[src/rtl/addsub_chunk_ctrl_pkg.sv]
`default_nettype none
// ============================================================================
// Module : addsub_chunk_ctrl_pkg
// Brief  : Shared definitions for the chunk-serial add/subtract controller.
//          It holds the FSM state encoding and the operation mode constants.
// Rev    : 1.0  initial release
// ============================================================================
package addsub_chunk_ctrl_pkg;

    typedef enum logic [1:0] {
        ST_IDLE = 2'b00,
        ST_LOAD = 2'b01,
        ST_RUN  = 2'b10,
        ST_DONE = 2'b11
    } state_t;

    localparam logic MODE_ADD = 1'b0;
    localparam logic MODE_SUB = 1'b1;

endpackage
`default_nettype wire

[src/rtl/addsub_chunk_ctrl_chunk.sv]
`default_nettype none
// ============================================================================
// Module : addsub_chunk
// Brief  : Combinational W-bit adder slice with carry in. It provides the sum,
//          the carry out of the MSB, and the carry into the MSB. The controller
//          needs the carry into the MSB for signed overflow detection.
// Ports  : a, b   - W-bit addends (b is already inverted by the caller for a
//                   subtract)
//          cin    - carry in
//          sum    - W-bit sum
//          cout   - carry out of bit W-1
//          cmsb   - carry into bit W-1
// Rev    : 1.0  initial release
// ============================================================================
module addsub_chunk
    import addsub_chunk_ctrl_pkg::*;
#(
    parameter int W = 4
) (
    input  logic [W-1:0] a,
    input  logic [W-1:0] b,
    input  logic         cin,
    output logic [W-1:0] sum,
    output logic         cout,
    output logic         cmsb
);

    logic [W:0] w_full;

    assign w_full = {1'b0, a} + {1'b0, b} + {{W{1'b0}}, cin};
    assign sum    = w_full[W-1:0];
    assign cout   = w_full[W];
    // The sum bit is a ^ b ^ carry-in, so the carry into the MSB can be
    // recovered from the MSB sum bit without a second adder.
    assign cmsb   = w_full[W-1] ^ a[W-1] ^ b[W-1];

endmodule
`default_nettype wire

[src/rtl/addsub_chunk_ctrl.sv]
`default_nettype none
// ============================================================================
// Module : addsub_chunk_ctrl
// Brief  : Multi-cycle add/subtract unit. It processes CHUNK bits per cycle,
//          least significant chunk first, and uses a single shared chunk adder.
// Ports  : clock, reset       - clock and asynchronous active-high reset
//          start, mode, a, b  - request, 0=add / 1=sub, and operands
//                               (all sampled in IDLE)
//          busy               - high while an operation is in flight
//                               (LOAD/RUN/DONE)
//          done               - one-cycle completion pulse (DONE state)
//          result, cout, ovf  - registered result, carry (1 = no borrow on a
//                               subtract), and signed overflow
// WIDTH must be a positive multiple of CHUNK.
// Rev    : 1.0  initial release
// ============================================================================
module addsub_chunk_ctrl
    import addsub_chunk_ctrl_pkg::*;
#(
    parameter int WIDTH = 16,
    parameter int CHUNK = 4
) (
    input  logic             clock,
    input  logic             reset,
    input  logic             start,
    input  logic             mode,
    input  logic [WIDTH-1:0] a,
    input  logic [WIDTH-1:0] b,
    output logic             busy,
    output logic             done,
    output logic [WIDTH-1:0] result,
    output logic             cout,
    output logic             ovf
);

    localparam int c_NCHUNK = WIDTH / CHUNK;
    localparam int c_IDX_W  = (c_NCHUNK > 1) ? $clog2(c_NCHUNK) : 1;
    localparam logic [c_IDX_W-1:0] c_LAST = c_IDX_W'(c_NCHUNK - 1);

    state_t             r_state;
    logic [WIDTH-1:0]   r_a;
    logic [WIDTH-1:0]   r_b;
    logic               r_mode;
    logic [c_IDX_W-1:0] r_idx;
    logic               r_carry;
    logic [WIDTH-1:0]   r_work;

    logic [CHUNK-1:0]   w_a_chunk;
    logic [CHUNK-1:0]   w_b_chunk;
    logic [CHUNK-1:0]   w_sum;
    logic               w_cout;
    logic               w_cmsb;
    logic [WIDTH-1:0]   w_work_next;

    // The index register selects the active chunk, so one adder serves every
    // chunk position. A subtract is computed as a + ~b + 1; the +1 comes from
    // the carry, which is seeded with the mode bit in LOAD.
    assign w_a_chunk = r_a[r_idx*CHUNK +: CHUNK];
    assign w_b_chunk = r_b[r_idx*CHUNK +: CHUNK] ^ {CHUNK{r_mode == MODE_SUB}};

    addsub_chunk #(
        .W (CHUNK)
    ) u_chunk (
        .a    (w_a_chunk),
        .b    (w_b_chunk),
        .cin  (r_carry),
        .sum  (w_sum),
        .cout (w_cout),
        .cmsb (w_cmsb)
    );

    // Working register with the current chunk merged in. It is used both as
    // the next working value and, on the last chunk, as the final result.
    always_comb begin
        w_work_next = r_work;
        w_work_next[r_idx*CHUNK +: CHUNK] = w_sum;
    end

    always_ff @(posedge clock or posedge reset) begin
        if (reset) begin
            r_state <= ST_IDLE;
            r_a     <= '0;
            r_b     <= '0;
            r_mode  <= 1'b0;
            r_idx   <= '0;
            r_carry <= 1'b0;
            r_work  <= '0;
            busy    <= 1'b0;
            done    <= 1'b0;
            result  <= '0;
            cout    <= 1'b0;
            ovf     <= 1'b0;
        end else begin
            case (r_state)
                ST_IDLE: begin
                    if (start) begin
                        r_a     <= a;
                        r_b     <= b;
                        r_mode  <= mode;
                        busy    <= 1'b1;
                        r_state <= ST_LOAD;
                    end
                end
                ST_LOAD: begin
                    r_idx   <= '0;
                    r_carry <= r_mode;
                    r_work  <= '0;
                    r_state <= ST_RUN;
                end
                ST_RUN: begin
                    r_work  <= w_work_next;
                    r_carry <= w_cout;
                    if (r_idx == c_LAST) begin
                        // On the last chunk, the chunk's MSB is bit WIDTH-1,
                        // so its carries give the word-level overflow.
                        result  <= w_work_next;
                        cout    <= w_cout;
                        ovf     <= w_cmsb ^ w_cout;
                        done    <= 1'b1;
                        r_state <= ST_DONE;
                    end else begin
                        r_idx <= r_idx + 1'b1;
                    end
                end
                ST_DONE: begin
                    done    <= 1'b0;
                    busy    <= 1'b0;
                    r_state <= ST_IDLE;
                end
                default: begin
                    r_state <= ST_IDLE;
                end
            endcase
        end
    end

endmodule
`default_nettype wire

[config.mk]
export PLATFORM = sky130hd
export DESIGN_NAME = addsub_chunk_ctrl
export DESIGN_NICKNAME = d
export VERILOG_FILES = /design/src/rtl/addsub_chunk_ctrl_pkg.sv /design/src/rtl/addsub_chunk_ctrl_chunk.sv /design/src/rtl/addsub_chunk_ctrl.sv
export SDC_FILE = /design/constraint.sdc
export NUM_CORES = 1
export LEC_CHECK = 0
export CORE_ASPECT_RATIO = 0.8
export CORE_MARGIN = 4
export CORE_UTILIZATION = 49
export DETAILED_ROUTE_END_ITERATION = 12
export PLACE_DENSITY = 0.81
export SLEW_MARGIN = 15
export SYNTH_ARGS = -nofsm -noshare
export SYNTH_HDL_FRONTEND = slang
export SYNTH_HIERARCHICAL = 1
export SYNTH_SLANG_ARGS = --single-unit
[constraint.sdc]
create_clock -name clock -period 2.5 [get_ports clock]
set_input_delay 0.5 -clock clock [delete_from_list [all_inputs] [get_ports clock]]
set_output_delay 0.5 -clock clock [all_outputs]
set_load 0.03 [all_outputs]
==> results.md <==
* Post-Route Setup TNS at -17.1 ps
* Largest net degree at the start of global routing at 75
* Pleak at between 0.002 and 0.0025 uW
* Worst R2R Path Depth at 8
* Final Skew at 13.0 ps
* I/O pins at 56
* Drt via density at 5.73
* Syn avg cell area at 12.6 um2
* TritonCTS Buffers at 9
* DRT iter0 DRCs at 115
* Crit-path max cell delay at 570 ps
* Pwr dens at 1620 nW/um2
* CP endpoint kind: register
* Achievable frequency at roughly 400 MHz
* CTS tree: built
* Number of synthesized register bits at 74
* Sequential share of the synthesized area at between 50% and 60%
* DIE AREA at 8840 um2
* CORE AREA at 7030 um2
* Post-synthesis adder-cell area fraction at 5.59%
* Die Wd at roughly 100 um
* Critical path fanouts, max at 5
* Post-synthesis mux area share at 16.2%
* Reg-to-reg endpoint: result[3]$_DFFE_PP0P_
* CP Launch Type: register
* Cts hold-fix bufs at 0
* Critical Path RT at 2730 ps
* Final ANT Viol Nets at 0
* Post-DP HPWL at roughly 5600 um
* Slew margin rel. at 53.8%
* Die H at approximately 85 um
* DR pass1 iterations at 4
* Clock buffer depth at 2
* CP Class: register to register
* Fin. max-slew vios at 0
* Crit path DAT at 2750 ps
* Peak supply drop at 1.12 mV
* Routed len/inst at around 18 um
* RSZ-0062 raised after global routing: yes
* Setup crit end: result[3]$_DFFE_PP0P_
* Worst slew pin tran at between 600 and 700 ps
* Row cnt at 27
* Vias in the first global route at 2676
* Status: finished, violations left
* First-pass GRT wire length at 13100 um
* GRT overflow at 0
* Dpl ws at -172 ps
* Crit path launch: r_idx[0]$_DFFE_PP0P_
* Synthesized cell area at 3620 um2
* CTS Sinks at 74
* RR Startpoint: r_idx[0]$_DFFE_PP0P_
* Initial Utilization at between 50% and 60%
* R2r setup slk at -20 ps
* Max-cap violation count at 0
* Final worst setup slack at -17.1 ps
* GRT Resource Usage Total at 18.6%
* Min Tclk post-route at 2520 ps
* Worst-path clk slew at 80 ps
* XOR/XNOR Fraction of Synth Area at 2.42%
* Vias at between 2k and 3k
* Layout area overhead at 31.1%
* Share of post-route cells with drive strength above 1 at 30.0%
* Hold Vio Cnt, Final at 0
* Mapped Nets at 339
* Initial antenna violation count at 0
* Root Buffer: clkbuf_8
* Ys Warns at 6
* Fin crit share at 101%
* Detailed Route WL at 7950 um
* Worst skew pair latency at approximately 350 ps
* Cells after synthesis at 288
* I/O Buffers at 55
* Main combinational cell family by area after synthesis: multiplexers
* Compound-Gate Fraction of Synth Area at between 10% and 20%
* Synth Area in Simple Gates at 9.84%
* Ant diodes at 0
* Hold crit path type: register to register
* CP Cell Sequence: mux4_2 -> xor2_4 -> fa_2 -> a21o_1 -> a21oi_4 -> xnor2_4 -> a221oi_2 -> nor2_1
* H-tree levels at 3
* Failing checks: negative setup slack
* Slowest-stage cell, CP: mux4_2
* Final net count at around 410
* Global placement routability congestion at 0.826
* Setup violations, final at 1
* Netlist cell types at 41
* DR DRC count at 0
what timing repair did:
action / in CTS / in global routing
setup endpoints to repair: 21 / 24
hold endpoints to repair: 0 / 0
pin swaps: 2 / 23
gates resized for setup: 18 / 29
setup buffers: 1 / 0
cloned: 0 / 0
worst min path at each step:
stage	start	to	slack (ps)	cells after the start
after floorplan	r_work[10]$_DFFE_PP0P_	r_work[10]$_DFFE_PP0P_	450	1
after global placement	cout$_DFFE_PP0P_	cout$_DFFE_PP0P_	460	2
after detailed placement	r_work[14]$_DFFE_PP0P_	r_work[14]$_DFFE_PP0P_	470	1
after CTS	cout$_DFFE_PP0P_	cout$_DFFE_PP0P_	490	2
after global routing	cout$_DFFE_PP0P_	cout$_DFFE_PP0P_	510	2
final	cout$_DFFE_PP0P_	cout$_DFFE_PP0P_	470	2
routing by layer:
layer | up-vias | wire length [um] | share of wire, % | global-route usage [%]
met4 | 0 | 61 | 0.77 | 5.31
met1 | 1263 | 3420 | 43 | 24.6
li1 | 1191 | - | - | -
met5 | - | 0 | 0 | 0
met2 | 99 | 3890 | 49 | 30.2
met3 | 10 | 580 | 7.3 | 5.40
logic make-up after synthesis:
kind of cell               Yosys count
buffers and inverters               27
adders and majority gates           15
DFF                                 74
AOI/OAI and AO/OA                   59
and+or+nand+nor                     61
xor gates and xnor gates            10
muxes                               42
registers in the layout, indices dropped and copies added, names as in the netlist:
signal   count
result      16
r_state      2
ovf          1
cout         1
r_b         16
r_a         16
r_work      16
busy         1
r_mode       1
r_carry      1
r_idx        2
done         1
cells in the final DEF, fill, tap and decap left out, drive strengths merged, types with 3 or more instances in the layout:
cell | synthesis | routed
o21ai | 17 | 17
xor2 | 4 | 4
buf | 7 | 15
clkbuf | 7 | 10
a221oi | 5 | 5
mux4 | 8 | 8
inv | 13 | 14
ha | 13 | 13
mux2 | 33 | 33
nor2 | 15 | 15
dfrtp | 74 | 74
nand2 | 19 | 19
clkdlybuf4s50 | 0 | 55
and4b | 9 | 9
a21oi | 13 | 13
a32o | 5 | 5
nand2b | 3 | 3
and2 | 4 | 4
nor2b | 3 | 3
o2bb2ai | 11 | 11
xnor2 | 6 | 6
nand3 | 3 | 3
worst max-delay path, delay by kind of cell, from the launching register on:
kind | cells | cell delay [ps]
DFF | 1 | 400
muxes | 1 | 570
AOI/OAI and AO/OA | 3 | 690
and+or+nand+nor | 1 | 60
xor gates and xnor gates | 2 | 340
adders and majority gates | 1 | 360
Yosys cell counts (all sizes together):
master | number | area [um2]
a21o | 1 | 7.51
a21oi | 13 | 76.3
a221oi | 5 | 43.8
a22o | 1 | 8.76
a2bb2oi | 1 | 8.76
a31oi | 2 | 12.5
a32o | 5 | 50.1
and2 | 4 | 25.0
and3b | 2 | 18.8
and4b | 9 | 90.1
and4bb | 1 | 12.5
buf | 7 | 50.1
clkbuf | 7 | 26.3
dfrtp | 74 | 1850
fa | 2 | 40.0
ha | 13 | 163
inv | 13 | 48.8
mux2 | 33 | 372
mux2i | 1 | 10.0
mux4 | 8 | 206
nand2 | 19 | 71.3
nand2b | 3 | 18.8
nand3 | 3 | 20.0
nand4 | 1 | 6.26
nor2 | 15 | 56.3
nor2b | 3 | 18.8
nor3b | 1 | 18.8
o21ai | 17 | 85.1
o221ai | 1 | 8.76
o22ai | 1 | 6.26
o2bb2ai | 11 | 96.3
o31ai | 1 | 7.51
xnor2 | 6 | 52.6
xor2 | 4 | 35.0
where the power goes:
part / switching, uW / total, uW / internal, uW
logic: 2550 / 4870 / 2320
clock network: 469 / 968 / 498
registers: 238 / 1830 / 1590
area by class of cell:
class,instances,area (um2)
fillers,526,2280
clock buffers,10,138
clock inverters,6,72.6
inverters,13,55.1
repair buffers,70,679
multi-input cells,187,1840
well taps,87,109
flip-flops and latches,74,1850
metrics by stage:
stage               util (%)  hold WS [ps]  instances  power (uW)  instance area (um2)
detailed placement      61.7           468        430        5460                 4330
finish                  67.6           474        447        7670                 4750
CTS                     65.6           489        447        6950                 4610
floorplan                  -           449        288        4510                 3630
global route            67.6           509        447        8150                 4750
global placement        61.7           463        430        5340                 4330
No activity file was read; power rests on OpenSTA's default activity.
